## src/rtl/pc_redirect_unit_pkg.sv

```systemverilog
`default_nettype none
// ============================================================================
// Module  : pc_redirect_unit_pkg
// Purpose : Shared opcodes, redirect classes, FSM states and default vectors
//           for the fetch PC redirect unit.
// Ports   : none (package)
// Revision: 1.0 - initial release
// ============================================================================
package pc_redirect_unit_pkg;

    // ID next-PC opcodes
    localparam logic [1:0] NPC_SEQ = 2'b00;
    localparam logic [1:0] NPC_BR  = 2'b01;
    localparam logic [1:0] NPC_J   = 2'b10;
    localparam logic [1:0] NPC_JR  = 2'b11;

    // Default reset / exception vectors
    localparam logic [31:0] C_RESET_PC   = 32'hBFC0_0000;
    localparam logic [31:0] C_EXC_VEC    = 32'hBFC0_0380;
    localparam logic [31:0] C_REFILL_VEC = 32'hBFC0_0200;
    localparam int          C_ERET_OFS   = 4;

    // Redirect class, ordered so that anything above BR is exception-class
    typedef enum logic [2:0] {
        RC_NONE = 3'd0,
        RC_BR   = 3'd1,
        RC_TLB  = 3'd2,
        RC_EXC  = 3'd3,
        RC_ERET = 3'd4
    } redir_class_e;

    typedef enum logic [0:0] {
        ST_IDLE = 1'b0,
        ST_HOLD = 1'b1
    } fsm_state_e;

    // eret, exception and TLB refetch all count and flush as exception-class
    function automatic logic is_exc_class(input redir_class_e cls);
        return (cls == RC_TLB) || (cls == RC_EXC) || (cls == RC_ERET);
    endfunction

endpackage
`default_nettype wire

```

## src/rtl/pc_redirect_unit_if.sv

```systemverilog
`default_nettype none
// ============================================================================
// Module  : pc_redirect_unit_if
// Purpose : Bundles the ID / MEM / WB redirect requests and the fetch-side
//           results of the PC redirect unit.
// Ports   : master modport - pipeline control side (drives requests)
//           slave  modport - pc_redirect_unit (drives pc, flushes, counters)
// Revision: 1.0 - initial release
// ============================================================================
interface pc_redirect_unit_if #(
    parameter int ADDR_W = 32,
    parameter int CNT_W  = 16
);
    logic              pc_wr;
    logic [1:0]        npc_op;
    logic [ADDR_W-1:0] id_pc;
    logic [25:0]       imm26;
    logic [ADDR_W-1:0] ret_addr;
    logic              mem_eret;
    logic              mem_ex;
    logic              mem_refill;
    logic [ADDR_W-1:0] epc;
    logic              wb_tlb_flush;
    logic [ADDR_W-1:0] wb_pc;
    logic [ADDR_W-1:0] pc;
    logic              front_flush;
    logic              pc_flush;
    logic              pend;
    logic [CNT_W-1:0]  exc_cnt;
    logic [CNT_W-1:0]  br_cnt;

    modport master (
        output pc_wr, npc_op, id_pc, imm26, ret_addr,
               mem_eret, mem_ex, mem_refill, epc, wb_tlb_flush, wb_pc,
        input  pc, front_flush, pc_flush, pend, exc_cnt, br_cnt
    );

    modport slave (
        input  pc_wr, npc_op, id_pc, imm26, ret_addr,
               mem_eret, mem_ex, mem_refill, epc, wb_tlb_flush, wb_pc,
        output pc, front_flush, pc_flush, pend, exc_cnt, br_cnt
    );
endinterface
`default_nettype wire

```

## src/rtl/pc_redirect_unit_target_calc.sv

```systemverilog
`default_nettype none
// ============================================================================
// Module  : pc_redirect_unit_target_calc
// Purpose : Pure combinational target computation and priority select
//           (eret > exception > TLB refetch > held > ID redirect).
// Ports   : ID/MEM/WB request fields and held redirect in;
//           mem_event, win_valid, win_target, win_class out.
// Revision: 1.0 - initial release
// ============================================================================
module pc_redirect_unit_target_calc
    import pc_redirect_unit_pkg::*;
#(
    parameter int              ADDR_W     = 32,
    parameter logic [ADDR_W-1:0] EXC_VEC    = C_EXC_VEC,
    parameter logic [ADDR_W-1:0] REFILL_VEC = C_REFILL_VEC,
    parameter int              ERET_OFS   = C_ERET_OFS
) (
    input  wire logic [1:0]        npc_op,
    input  wire logic [ADDR_W-1:0] id_pc,
    input  wire logic [25:0]       imm26,
    input  wire logic [ADDR_W-1:0] ret_addr,
    input  wire logic              mem_eret,
    input  wire logic              mem_ex,
    input  wire logic              mem_refill,
    input  wire logic [ADDR_W-1:0] epc,
    input  wire logic              wb_tlb_flush,
    input  wire logic [ADDR_W-1:0] wb_pc,
    input  wire logic              held_valid,
    input  wire logic [ADDR_W-1:0] held_target,
    input  redir_class_e           held_class,
    output logic                   mem_event,
    output logic                   win_valid,
    output logic [ADDR_W-1:0]      win_target,
    output redir_class_e           win_class
);

    logic [ADDR_W-1:0] w_br_target;
    logic [ADDR_W-1:0] w_j_target;
    logic [ADDR_W-1:0] w_eret_target;

    // All adds wrap modulo 2^ADDR_W
    assign w_br_target   = id_pc + {{(ADDR_W-18){imm26[15]}}, imm26[15:0], 2'b00};
    assign w_j_target    = {id_pc[ADDR_W-1:28], imm26, 2'b00};
    assign w_eret_target = epc + ADDR_W'(ERET_OFS);

    assign mem_event = mem_eret | mem_ex | wb_tlb_flush;

    always_comb begin
        win_valid  = 1'b1;
        win_target = '0;
        win_class  = RC_NONE;
        if (mem_eret) begin
            win_target = w_eret_target;
            win_class  = RC_ERET;
        end else if (mem_ex) begin
            win_target = mem_refill ? REFILL_VEC : EXC_VEC;
            win_class  = RC_EXC;
        end else if (wb_tlb_flush) begin
            win_target = wb_pc;
            win_class  = RC_TLB;
        end else if (held_valid) begin
            // A held redirect outranks ID, so ID requests are ignored in HOLD
            win_target = held_target;
            win_class  = held_class;
        end else begin
            case (npc_op)
                NPC_BR: begin
                    win_target = w_br_target;
                    win_class  = RC_BR;
                end
                NPC_J: begin
                    win_target = w_j_target;
                    win_class  = RC_BR;
                end
                NPC_JR: begin
                    win_target = ret_addr;
                    win_class  = RC_BR;
                end
                default: win_valid = 1'b0;
            endcase
        end
    end

endmodule
`default_nettype wire

```

## src/rtl/pc_redirect_unit.sv

```systemverilog
`default_nettype none
// ============================================================================
// Module  : pc_redirect_unit
// Purpose : Owns the fetch PC, applies prioritised redirects and holds any
//           redirect that arrives while fetch is stalled until pc_wr.
// Ports   : clk, rst_n (async active-low)
//           bus (slave) - pc_wr, ID/MEM/WB redirect requests in;
//                         pc, front_flush, pc_flush, pend, exc_cnt, br_cnt out
// Revision: 1.0 - initial release
// ============================================================================
module pc_redirect_unit
    import pc_redirect_unit_pkg::*;
#(
    parameter int                ADDR_W     = 32,
    parameter logic [ADDR_W-1:0] RESET_PC   = C_RESET_PC,
    parameter logic [ADDR_W-1:0] EXC_VEC    = C_EXC_VEC,
    parameter logic [ADDR_W-1:0] REFILL_VEC = C_REFILL_VEC,
    parameter int                ERET_OFS   = C_ERET_OFS,
    parameter int                CNT_W      = 16
) (
    input  wire logic       clk,
    input  wire logic       rst_n,
    pc_redirect_unit_if.slave bus
);

    fsm_state_e        r_state;
    logic [ADDR_W-1:0] r_pc;
    logic [ADDR_W-1:0] r_hold_target;
    redir_class_e      r_hold_class;
    logic [CNT_W-1:0]  r_exc_cnt;
    logic [CNT_W-1:0]  r_br_cnt;

    logic              w_mem_event;
    logic              w_win_valid;
    logic [ADDR_W-1:0] w_win_target;
    redir_class_e      w_win_class;
    logic              w_apply;

    pc_redirect_unit_target_calc #(
        .ADDR_W     (ADDR_W),
        .EXC_VEC    (EXC_VEC),
        .REFILL_VEC (REFILL_VEC),
        .ERET_OFS   (ERET_OFS)
    ) u_target_calc (
        .npc_op       (bus.npc_op),
        .id_pc        (bus.id_pc),
        .imm26        (bus.imm26),
        .ret_addr     (bus.ret_addr),
        .mem_eret     (bus.mem_eret),
        .mem_ex       (bus.mem_ex),
        .mem_refill   (bus.mem_refill),
        .epc          (bus.epc),
        .wb_tlb_flush (bus.wb_tlb_flush),
        .wb_pc        (bus.wb_pc),
        .held_valid   (r_state == ST_HOLD),
        .held_target  (r_hold_target),
        .held_class   (r_hold_class),
        .mem_event    (w_mem_event),
        .win_valid    (w_win_valid),
        .win_target   (w_win_target),
        .win_class    (w_win_class)
    );

    // In HOLD the held redirect is always a valid winner, so a release is
    // simply a winner with pc_wr asserted.
    assign w_apply = w_win_valid & bus.pc_wr;

    always_ff @(posedge clk or negedge rst_n) begin
        if (!rst_n) begin
            r_state       <= ST_IDLE;
            r_pc          <= RESET_PC;
            r_hold_target <= '0;
            r_hold_class  <= RC_NONE;
        end else begin
            case (r_state)
                ST_IDLE: begin
                    if (w_win_valid) begin
                        if (bus.pc_wr) begin
                            r_pc <= w_win_target;
                        end else begin
                            r_hold_target <= w_win_target;
                            r_hold_class  <= w_win_class;
                            r_state       <= ST_HOLD;
                        end
                    end else if (bus.pc_wr) begin
                        r_pc <= r_pc + ADDR_W'(4);
                    end
                end
                ST_HOLD: begin
                    if (bus.pc_wr) begin
                        r_pc    <= w_win_target;
                        r_state <= ST_IDLE;
                    end else begin
                        // A new MEM-class event replaces the held target;
                        // otherwise the winner is the held entry itself.
                        r_hold_target <= w_win_target;
                        r_hold_class  <= w_win_class;
                    end
                end
                default: r_state <= ST_IDLE;
            endcase
        end
    end

    always_ff @(posedge clk or negedge rst_n) begin
        if (!rst_n) begin
            r_exc_cnt <= '0;
            r_br_cnt  <= '0;
        end else if (w_apply) begin
            if (is_exc_class(w_win_class) && (r_exc_cnt != '1)) begin
                r_exc_cnt <= r_exc_cnt + 1'b1;
            end
            if ((w_win_class == RC_BR) && (r_br_cnt != '1)) begin
                r_br_cnt <= r_br_cnt + 1'b1;
            end
        end
    end

    assign bus.pc          = r_pc;
    assign bus.pend        = (r_state == ST_HOLD);
    assign bus.front_flush = w_mem_event;
    assign bus.pc_flush    = w_apply | w_mem_event;
    assign bus.exc_cnt     = r_exc_cnt;
    assign bus.br_cnt      = r_br_cnt;

endmodule
`default_nettype wire

```

## src/flat_wrapper.sv

```systemverilog
// flat-port wrapper written by rule: the top's interface ports become plain ports
module pc_redirect_unit_flat import pc_redirect_unit_pkg::*;
#(
    parameter int                ADDR_W     = 32,
    parameter logic [ADDR_W-1:0] RESET_PC   = C_RESET_PC,
    parameter logic [ADDR_W-1:0] EXC_VEC    = C_EXC_VEC,
    parameter logic [ADDR_W-1:0] REFILL_VEC = C_REFILL_VEC,
    parameter int                ERET_OFS   = C_ERET_OFS,
    parameter int                CNT_W      = 16
)
  (clk, rst_n, bus_pc_wr, bus_npc_op, bus_id_pc, bus_imm26, bus_ret_addr, bus_mem_eret, bus_mem_ex, bus_mem_refill, bus_epc, bus_wb_tlb_flush, bus_wb_pc, bus_pc, bus_front_flush, bus_pc_flush, bus_pend, bus_exc_cnt, bus_br_cnt);
  pc_redirect_unit_if #(.ADDR_W(ADDR_W), .CNT_W(CNT_W)) bus_i ();
  input  wire logic clk;
  input  wire logic rst_n;
  input wire logic [$bits(bus_i.pc_wr)-1:0] bus_pc_wr;
  input wire logic [$bits(bus_i.npc_op)-1:0] bus_npc_op;
  input wire logic [$bits(bus_i.id_pc)-1:0] bus_id_pc;
  input wire logic [$bits(bus_i.imm26)-1:0] bus_imm26;
  input wire logic [$bits(bus_i.ret_addr)-1:0] bus_ret_addr;
  input wire logic [$bits(bus_i.mem_eret)-1:0] bus_mem_eret;
  input wire logic [$bits(bus_i.mem_ex)-1:0] bus_mem_ex;
  input wire logic [$bits(bus_i.mem_refill)-1:0] bus_mem_refill;
  input wire logic [$bits(bus_i.epc)-1:0] bus_epc;
  input wire logic [$bits(bus_i.wb_tlb_flush)-1:0] bus_wb_tlb_flush;
  input wire logic [$bits(bus_i.wb_pc)-1:0] bus_wb_pc;
  output wire logic [$bits(bus_i.pc)-1:0] bus_pc;
  output wire logic [$bits(bus_i.front_flush)-1:0] bus_front_flush;
  output wire logic [$bits(bus_i.pc_flush)-1:0] bus_pc_flush;
  output wire logic [$bits(bus_i.pend)-1:0] bus_pend;
  output wire logic [$bits(bus_i.exc_cnt)-1:0] bus_exc_cnt;
  output wire logic [$bits(bus_i.br_cnt)-1:0] bus_br_cnt;
  assign bus_i.pc_wr = bus_pc_wr;
  assign bus_i.npc_op = bus_npc_op;
  assign bus_i.id_pc = bus_id_pc;
  assign bus_i.imm26 = bus_imm26;
  assign bus_i.ret_addr = bus_ret_addr;
  assign bus_i.mem_eret = bus_mem_eret;
  assign bus_i.mem_ex = bus_mem_ex;
  assign bus_i.mem_refill = bus_mem_refill;
  assign bus_i.epc = bus_epc;
  assign bus_i.wb_tlb_flush = bus_wb_tlb_flush;
  assign bus_i.wb_pc = bus_wb_pc;
  assign bus_pc = bus_i.pc;
  assign bus_front_flush = bus_i.front_flush;
  assign bus_pc_flush = bus_i.pc_flush;
  assign bus_pend = bus_i.pend;
  assign bus_exc_cnt = bus_i.exc_cnt;
  assign bus_br_cnt = bus_i.br_cnt;
  pc_redirect_unit #(.ADDR_W(ADDR_W), .RESET_PC(RESET_PC), .EXC_VEC(EXC_VEC), .REFILL_VEC(REFILL_VEC), .ERET_OFS(ERET_OFS), .CNT_W(CNT_W)) u_core (.clk(clk), .rst_n(rst_n), .bus(bus_i));
endmodule
```

## config.mk

```make
export PLATFORM = sky130hd
export DESIGN_NAME = pc_redirect_unit_flat
export DESIGN_NICKNAME = d
export VERILOG_FILES = /design/src/rtl/pc_redirect_unit_pkg.sv /design/src/rtl/pc_redirect_unit_if.sv /design/src/rtl/pc_redirect_unit_target_calc.sv /design/src/rtl/pc_redirect_unit.sv /design/src/flat_wrapper.sv
export SDC_FILE = /design/constraint.sdc
export NUM_CORES = 1
export LEC_CHECK = 0
export CAP_MARGIN = 10
export CORE_MARGIN = 3
export CORE_UTILIZATION = 50
export DETAILED_ROUTE_END_ITERATION = 16
export GPL_ROUTABILITY_DRIVEN = 1
export HOLD_SLACK_MARGIN = 0.12
export PLACE_DENSITY = 0.82
export SYNTH_ARGS = -nofsm -noshare
export SYNTH_HDL_FRONTEND = slang
export SYNTH_SLANG_ARGS = --single-unit
```

## constraint.sdc

```tcl
create_clock -name clk -period 3.6 [get_ports clk]
set_input_delay 0.9 -clock clk [delete_from_list [all_inputs] [get_ports clk]]
set_output_delay 0.9 -clock clk [all_outputs]
set_load 0.01 [all_outputs]
```

==> metrics.md <==
| Metric | Value |
|---|---|
| Final std cells w/o fill | 1607 |
| Final Cycle Share | 96.4% |
| Number of enable flip-flop cells after synthesis | 0 |
| CP Class | primary input to output pin |
| Via density per instance | just over 6 |
| Synth area leader | dfrtp_1 |
| Crit-path cells | clkdlybuf4s50_1, or2_2, nor2_4, inv_1, nor2_1, nand2_1, nand2_1, nand2_1, dlygate4sd2_1 |
| Synth area leaders | dfrtp_1 (27%), o21ai_0 (6.2%), nand2_1 (6.0%) |
| Outcome | complete, no violations |
| Die Wd | roughly 140 µm |
| Share of the synthesized area in the top cell type | between 20% and 30% |
| Syn_nets | between 1000 and 1500 |
| Synthesized area per cell | 7.98 µm² |
| CTS sink count | 100 |
| Clk slew on worst S/H paths | 70 ps |
| Synth Cell Area | around 0.0085 mm² |
| Library cells used by synthesis | 74 |
| Slew @ Worst Pin | just under 800 ps |
| Most used cell, CP | nand2_1 |
| Depth of the most critical reg-to-reg path | 8 |
| # diodes | 0 |
| Average wire per standard cell | 19.4 µm |
| FF-to-FF Start | u_core.bus.pc[17] |
| Post-Syn Instances | about 1100 |
| Slew headroom | roughly 48% |
| Row count | 47 |
| Initial detailed-routing violation count | a little under 1000 |
| Worst skew pair latency | roughly 360 ps |
| I/O Buffers | 229 |
| Vias in the first global route | 9532 |
| IO Pins | between 200 and 250 |
| Hpwl dp | roughly 24 mm |
| Final GP Congestion | 0.958 |
| Largest net degree at the start of global routing | 57 |
| Synth Register Bits | 100 |
| Slowest CP cell | clkdlybuf4s50_1 |
| Syn-to-layout area delta | 44.0% |
| WP data arrival | 2570 ps |
| CP Max Fanout | 2 |
| CTS root buf | clkbuf_16 |
| Num CTS Buffers | 9 |
| Pwr/cell area | 329 mW/mm² |
| Max_cap viols | 0 |
| Leak Pwr | about 5 nW |
| DRC | 0 |
| Critical Path RT | 2700 ps |
| Worst Hold End | u_core.r_hold_target[6] |
| Fmax | 288 MHz |
| TritonCTS clock tree | built |
| Asr flop ratio synth | 100% |
| Yosys warns | 0 |
| Global route overflow | 0 |
| Hold depth | 2 |
| First-pass GRT wire length | 48.6 mm |
| Reg-to-reg endpoint | u_core.bus.pc[29] |
| Hold_buf cts | 0 |
| Sequential share of the synthesized area | between 20 and 30% |
| Core area | ~0.017 mm² |
| Max Slew Vio Count | 0 |
| Finished Core Util | roughly three quarters |
| Final Worst Setup Slack | ~130 ps |
| Die H | around 140 µm |
| Nets | about 1600 |
| Post-DRT Antenna Nets | 0 |
| Routed vias | around 9800 |
| HP Class | flip-flop to flip-flop |
| Initial antenna violation count | 2 |
| Layout cells sized above 1 | 16.7% |
| Initial Util | ~51% |
| Final setup violation count | 0 |
| H-tree Lvls | 3 |
| Peak VDD IR | roughly 0.4 mV |
| Startpoint Class | primary input |
| Delay-heaviest family, CP | simple AND/OR/NAND/NOR gates |
| Main synth FF type | dfrtp_1 |
| Final Hold Vio Count | 0 |
| Final wirelength | between 30 and 40 mm |
| Maximum clock path buffer count | 2 |
| R2R setup slack | about 1100 ps |
| Die Area | roughly 0.019 mm² |
| Buf/Inv on CP | 3 |
| Dpl cells | roughly 1600 |
| 1st-pass router iterations | 7 |
| Total GRT Usage | 32.7% |
| Place WS | -404 ps |
| Crit path time final | about 3500 ps |
| Clock Skew | about 11 ps |
| Critical Path Sink Type | output pin |
| Worst Min Path Start | u_core.r_hold_target[6] |
| Max incr delay on CP | 470 ps |
[synthesized netlist by cell type (22+ instances only)]
master	instances
ha_1	33
xnor2_1	41
dfrtp_1	91
nand2_1	137
nand4_1	29
nand3_1	38
xor2_1	33
inv_1	22
o21ai_0	105
nor3_1	28
clkbuf_1	45
nor2_1	63
mux2_2	24
a21oi_1	80
[worst max-delay path by stage]
stage / from / to / slack, ps / depth (start not counted)
floorplan: bus_mem_eret / bus_pc_flush / 120 / 10
detailed placement: bus_imm26[1] / u_core.r_hold_target[17] / -400 / 12
global placement: bus_imm26[1] / u_core.bus.pc[17] / -290 / 12
finish: bus_mem_ex / bus_pc_flush / 130 / 9
global route: bus_imm26[2] / u_core.bus.pc[30] / -50 / 13
CTS: bus_imm26[1] / u_core.bus.pc[17] / 70 / 12
[state kept, by name, indices dropped and copies added, names as in the netlist]
name / count
u_core.bus.br_cnt: 16
u_core.bus.exc_cnt: 16
u_core.bus.pc: 32
u_core.bus.pend: 1
u_core.r_hold_class: 3
u_core.r_hold_target: 32
[through the flow]
| step | power, W | hold WS, ps | area [µm²] | setup TNS, ps |
|---|---|---|---|---|
| global route | 0.00423 | 509 | 12300 | -84.2 |
| CTS | 0.00403 | 492 | 12200 | 0 |
| floorplan | 0.00213 | 447 | 8540 | 0 |
| finish | 0.00405 | 491 | 12300 | 0 |
| detailed placement | 0.00294 | 475 | 11900 | -5430 |
| global placement | 0.00290 | 461 | 11900 | -3250 |
[worst reg2reg max path: cells and delay by family, from the launching register on]
| family | cells | cell delay [ps] |
|---|---|---|
| compound gates | 3 | 460 |
| flops | 1 | 450 |
| simple gates | 5 | 1570 |
[timing repair]
action | CTS | global route
setup endpoints to repair | 3 | 20
buffers inserted | 0 | 2
pin swaps | 0 | 10
resized for setup | 3 | 16
[metal layers]
| layer | GRT usage (%) | wire length [µm] | up-vias |
|---|---|---|---|
| met5 | 0 | 33 | - |
| met2 | 54.3 | 14800 | 531 |
| li1 | - | - | 4590 |
| met3 | 5.63 | 2820 | 98 |
| met4 | 12.0 | 1210 | 4 |
| met1 | 42.9 | 12300 | 4569 |
[logic make-up (layout without fill, tap and decap cells)]
family                   count (synthesis)  after routing  synth area share (%)
multiplexers                            32             32                  4.10
XOR/XNOR                                74             74                  7.59
adder cells (fa/ha/maj)                 34             34                  5.07
flip-flops                             100            100                  29.4
AND/OR/NAND/NOR                        386            386                  22.7
AO/OA/AOI/OAI                          355            355                  26.7
buffers and inverters                   90            406                  4.36
[report_power, final]
part / internal, W / switching, W
clock network: 0.000635 / 0.000459
logic: 0.000803 / 0.000719
registers: 0.00128 / 0.000155
[cells in the final DEF, fill, tap and decap left out, types with 18 or more instances in the layout]
| cell | synthesis | final |
|---|---|---|
| a211oi_1 | 19 | 18 |
| a21o_1 | 21 | 21 |
| a21oi_1 | 80 | 78 |
| a22oi_1 | 18 | 18 |
| and3_1 | 20 | 20 |
| buf_4 | 2 | 135 |
| clkdlybuf4s50_1 | 0 | 224 |
| dfrtp_1 | 91 | 91 |
| ha_1 | 33 | 31 |
| inv_1 | 22 | 21 |
| mux2_2 | 24 | 24 |
| nand2_1 | 137 | 137 |
| nand3_1 | 38 | 38 |
| nand4_1 | 29 | 29 |
| nor2_1 | 63 | 63 |
| nor3_1 | 28 | 28 |
| o21ai_0 | 105 | 103 |
| xnor2_1 | 41 | 41 |
| xor2_1 | 33 | 33 |
[layout make-up]
class / instances / area (µm²)
clock buffers: 10 / 239
multi-input cells: 881 / 5720
well taps: 220 / 275
fillers: 1280 / 4340
inverters: 23 / 86.3
flip-flops and latches: 100 / 2510
repair buffers: 367 / 3380
clock inverters: 6 / 91.3
Note: power is estimated with default switching activity, not from simulation.
==> RTL edit 1 (same settings) <==
`CNT_W` is set to 16 in 3 places; all go to 12.
--- a/src/rtl/pc_redirect_unit_if.sv
+++ b/src/rtl/pc_redirect_unit_if.sv
@@ -9,7 +9,7 @@
 // ============================================================================
 interface pc_redirect_unit_if #(
     parameter int ADDR_W = 32,
-    parameter int CNT_W  = 16
+    parameter int CNT_W  = 12
 );
     logic              pc_wr;
     logic [1:0]        npc_op;
--- a/src/rtl/pc_redirect_unit.sv
+++ b/src/rtl/pc_redirect_unit.sv
@@ -16,7 +16,7 @@
     parameter logic [ADDR_W-1:0] EXC_VEC    = C_EXC_VEC,
     parameter logic [ADDR_W-1:0] REFILL_VEC = C_REFILL_VEC,
     parameter int                ERET_OFS   = C_ERET_OFS,
-    parameter int                CNT_W      = 16
+    parameter int                CNT_W      = 12
 ) (
     input  wire logic       clk,
     input  wire logic       rst_n,
--- a/src/flat_wrapper.sv
+++ b/src/flat_wrapper.sv
@@ -6,7 +6,7 @@
     parameter logic [ADDR_W-1:0] EXC_VEC    = C_EXC_VEC,
     parameter logic [ADDR_W-1:0] REFILL_VEC = C_REFILL_VEC,
     parameter int                ERET_OFS   = C_ERET_OFS,
-    parameter int                CNT_W      = 16
+    parameter int                CNT_W      = 12
 )
   (clk, rst_n, bus_pc_wr, bus_npc_op, bus_id_pc, bus_imm26, bus_ret_addr, bus_mem_eret, bus_mem_ex, bus_mem_refill, bus_epc, bus_wb_tlb_flush, bus_wb_pc, bus_pc, bus_front_flush, bus_pc_flush, bus_pend, bus_exc_cnt, bus_br_cnt);
   pc_redirect_unit_if #(.ADDR_W(ADDR_W), .CNT_W(CNT_W)) bus_i ();
Interface: changed (resized bus_br_cnt and bus_exc_cnt); port bits go from 230 to 222. No check against the original RTL was run, so the function may have changed too.
==> RTL edit 1 against the unedited design <==
  * Wire length is 3.2% lower
  * Cell area is 4.1% lower
  * Largest cell class unchanged
  * Combinational power is 5% lower
  * Setup slack worse by 50 ps
  * Global-route usage is 1.2 points higher
  * Register-to-register slack worse by 210 ps
  * Area after synthesis is 7.1% lower
  * Critical path type is now input port to flip-flop
  * Highest routed layer unchanged
  * Sequential cell count is 8 lower
  * Total power is 5.8% lower
==> RTL edit 1: results <==
set metrics [dict create \
    placed_area_um2 11300 \
    ys_top_cells_by_count "nand2_1 (133), o21ai_0 (111), nor2_1 (84)" \
    p_switching_mw 1.32 \
    gp_congestion 0.989 \
    wirelength_mm 30.2 \
    synth_nets 1224 \
    drt-initial-drc-count 1017 \
    path_delay_family "compound AO/OA/AOI/OAI gates" \
    synthTopCellsByArea "dfrtp_1 (26%), o21ai_0 (7.0%), nand2_1 (6.3%), ha_1 (5.2%), a21oi_1 (5.1%)" \
    nets 1541 \
    ir_drop_uv 243 \
    ys_seq_area_share_pct 29.2 \
    critPathMaxFanout 4 \
    p_leak_nw 4.95 \
    slowest_delay_ps 470 \
    antenna_found_initial 4 \
    status "completed" \
    crit_slowest_cell "o41a_1" \
    yosysUniqueCellTypes 78 \
    seq_cell_power_mw 1.34 \
    slew_headroom_pct 44.8 \
    grtUsageTotal_pct 34.0 \
    io_buffer_count 221 \
    skew_ps 6.14 \
    fillers 1160 \
    dp_hpwl_mm 23.3 \
    powerDensity_nw_per_um2 324 \
    dr_total_vias 9531 \
    grt_pass1_wl_mm 48.0 \
    cp.arrival_ps 3800 \
    detail_route.first_pass.iterations 5 \
    grt_pass1_vias 9305 \
    drive_gt1_share_pct 16.5 \
]
-- RTL edit 1: changes by cell type after synthesis, moves of 9 or more --
cell / change
mux2i_1: +9
o21a_1: +11
mux2_2: -18
a221oi_1: -9
nor2_1: +21
nand4_1: -14
-- RTL edit 1: layer usage --
metal,wire [µm],track usage (%),up-vias
met3,2950,8.66,114
met5,13,0,-
met1,11400,40.7,4439
met2,14300,57.1,550
li1,-,-,4426
met4,1560,16.3,2
-- RTL edit 1: cell type report --
| cell class | instances | area (µm²) | area share [%] |
|---|---|---|---|
| well taps | 211 | 264 | 2.24 |
| diodes | 3 | 7.51 | 0.0636 |
| flip-flops and latches | 92 | 2310 | 19.6 |
| multi-input cells | 850 | 5480 | 46.5 |
| repair buffers | 359 | 3290 | 27.9 |
| clock inverters | 7 | 93.8 | 0.796 |
| clock buffers | 9 | 225 | 1.91 |
| inverters | 32 | 120 | 1.02 |
-- RTL edit 1: worst register-to-register path, delay by kind of cell, from the launching register on --
| family | cells | cell delay, ps |
|---|---|---|
| flops | 1 | 420 |
| simple gates | 6 | 1520 |
| compound gates | 2 | 450 |
| fa+ha+maj | 1 | 240 |
-- RTL edit 1: cells by family (layout without fill, tap and decap cells) --
logic type	count (synthesis)	after routing	synth area share (%)
xor gates and xnor gates	66	66	7.28
DFF	92	92	29.2
adders and majority gates	34	34	5.45
muxes	23	23	3.00
AOI/OAI and AO/OA	356	356	28.8
buffers and inverters	85	407	4.13
and+or+nand+nor	371	371	22.2
other	0	3	0
-- RTL edit 1: metrics by stage --
stage / setup WS (ps) / cells / hold slack (ps)
2_1_floorplan: 161 / 1027 / 441
3_3_place_gp: -429 / 1542 / 458
3_5_place_dp: -564 / 1542 / 464
4_1_cts: -11.5 / 1560 / 479
5_1_grt: -13.3 / 1563 / 508
6_report: 78.7 / 1563 / 481
-- RTL edit 1: path summary, 6_finish.rpt --
check                      slack (ps)                      from                        to  cells past startpoint
hold / removal                    480  u_core.r_hold_target[12]  u_core.r_hold_target[12]                      2
setup reg to reg                  840          u_core.bus.pc[3]         u_core.bus.pc[30]                      9
hold reg to reg                   480  u_core.r_hold_target[12]  u_core.r_hold_target[12]                      2
max in group asynchronous        2360                     rst_n    u_core.r_hold_class[1]                      2
min in group asynchronous         590                     rst_n    u_core.bus.exc_cnt[10]                      1
setup / recovery                   80              bus_imm26[2]         u_core.bus.pc[20]                     12
-- RTL edit 1: repair_timing --
item                       4_1_cts  5_1_grt
setup endpoints to repair       16       33
pin swaps                       18       21
resized for setup               27       23
hold buffers                     0        0
setup buffers                    2        0
==> RTL edit 2 (config.mk and constraints unchanged) <==
Made on the original files. The 5 values of `redir_class_e` get a one-hot encoding in 5 bits.
--- a/src/rtl/pc_redirect_unit_pkg.sv
+++ b/src/rtl/pc_redirect_unit_pkg.sv
@@ -21,12 +21,12 @@
     localparam int          C_ERET_OFS   = 4;
 
     // Redirect class, ordered so that anything above BR is exception-class
-    typedef enum logic [2:0] {
-        RC_NONE = 3'd0,
-        RC_BR   = 3'd1,
-        RC_TLB  = 3'd2,
-        RC_EXC  = 3'd3,
-        RC_ERET = 3'd4
+    typedef enum logic [4:0] {
+        RC_NONE = 5'b00001,
+        RC_BR   = 5'b00010,
+        RC_TLB  = 5'b00100,
+        RC_EXC  = 5'b01000,
+        RC_ERET = 5'b10000
     } redir_class_e;
 
     typedef enum logic [0:0] {
Check against the original RTL: same outputs for any inputs over 4 cycles, from zero or initial values and one cycle with rst_n low; so few cycles prove little.
==> RTL edit 2 against the unedited design <==
  * Setup slack worse by 33 ps
  * Cell area is 2.6% lower
  * Hold slack worse by 9.2 ps
  * Count of clock-buffer cells in the layout is 4 higher
  * Total power is 7.8% lower
  * Area after synthesis is 1.2% lower
  * Global-route usage is 0.52 points lower
  * Sequential cell count is 2 higher
  * Fmax is 0.93% lower
  * Wire length is 1.3% lower
==> RTL edit 2: results <==
set metrics [dict create \
    dr_total_vias 9640 \
    drive_gt1_share_pct 14.9 \
    ys_top_cells_by_count "nand2_1 (132), o21ai_0 (113), dfrtp_1 (92)" \
    fillers 1269 \
    clkCellAreaFrac_pct 2.20 \
    crit_slowest_cell "or4_4" \
    final_cells 1575 \
    buf_share_pct 27.4 \
    critPathMaxFanout 4 \
    clkbuf_count 14 \
    startpoint "bus_imm26[0]" \
    synth_nets 1235 \
    gp_congestion 0.986 \
    min_from "u_core.bus.pc[1]" \
    cp.arrival_ps 3780 \
    holdPathEnd "u_core.bus.pc[1]" \
    detail_route.first_pass.iterations 6 \
    slew_headroom_pct 56.2 \
    slowest_delay_ps 580 \
    hold_ws_ps 482 \
    status "completed" \
    r2r_slack_ps 930 \
    rr_worst_depth 10 \
    wirelength_mm 30.8 \
    pre_cts_ws_ps -594 \
    synth_xor_area_share_pct 8.09 \
    ir_drop_uv 246 \
    avgSynthCellArea_um2 8.13 \
    ys_seq_area_share_pct 30.4 \
    fin_crit_sh_pct 97.3 \
    drt-initial-drc-count 930 \
]
-- RTL edit 2: repair_timing --
| item | in CTS | in global routing |
|---|---|---|
| setup buffers | 2 | 0 |
| pin swaps | 9 | 14 |
| endpoints found under the setup margin | 16 | 18 |
| resized for setup | 11 | 12 |
-- RTL edit 2: worst min-delay path, cell delays in order, from the launching register on --
cell and delay (ps):
dfrtp_1 340, nand2_1 40, o21ai_0 60
-- RTL edit 2: power breakdown --
part | switching (mW) | internal, mW
logic | 0.672 | 0.728
clock network | 0.407 | 0.487
registers | 0.153 | 1.29
total | 1.23 | 2.51
-- RTL edit 2: metal layers --
metal | vias up | routed length (µm) | track usage (%)
met3 | 91 | 2360 | 5.18
li1 | 4482 | - | -
met1 | 4556 | 11900 | 39.5
met4 | 0 | 1200 | 11.6
met5 | - | 0 | 0
met2 | 511 | 15400 | 57.3
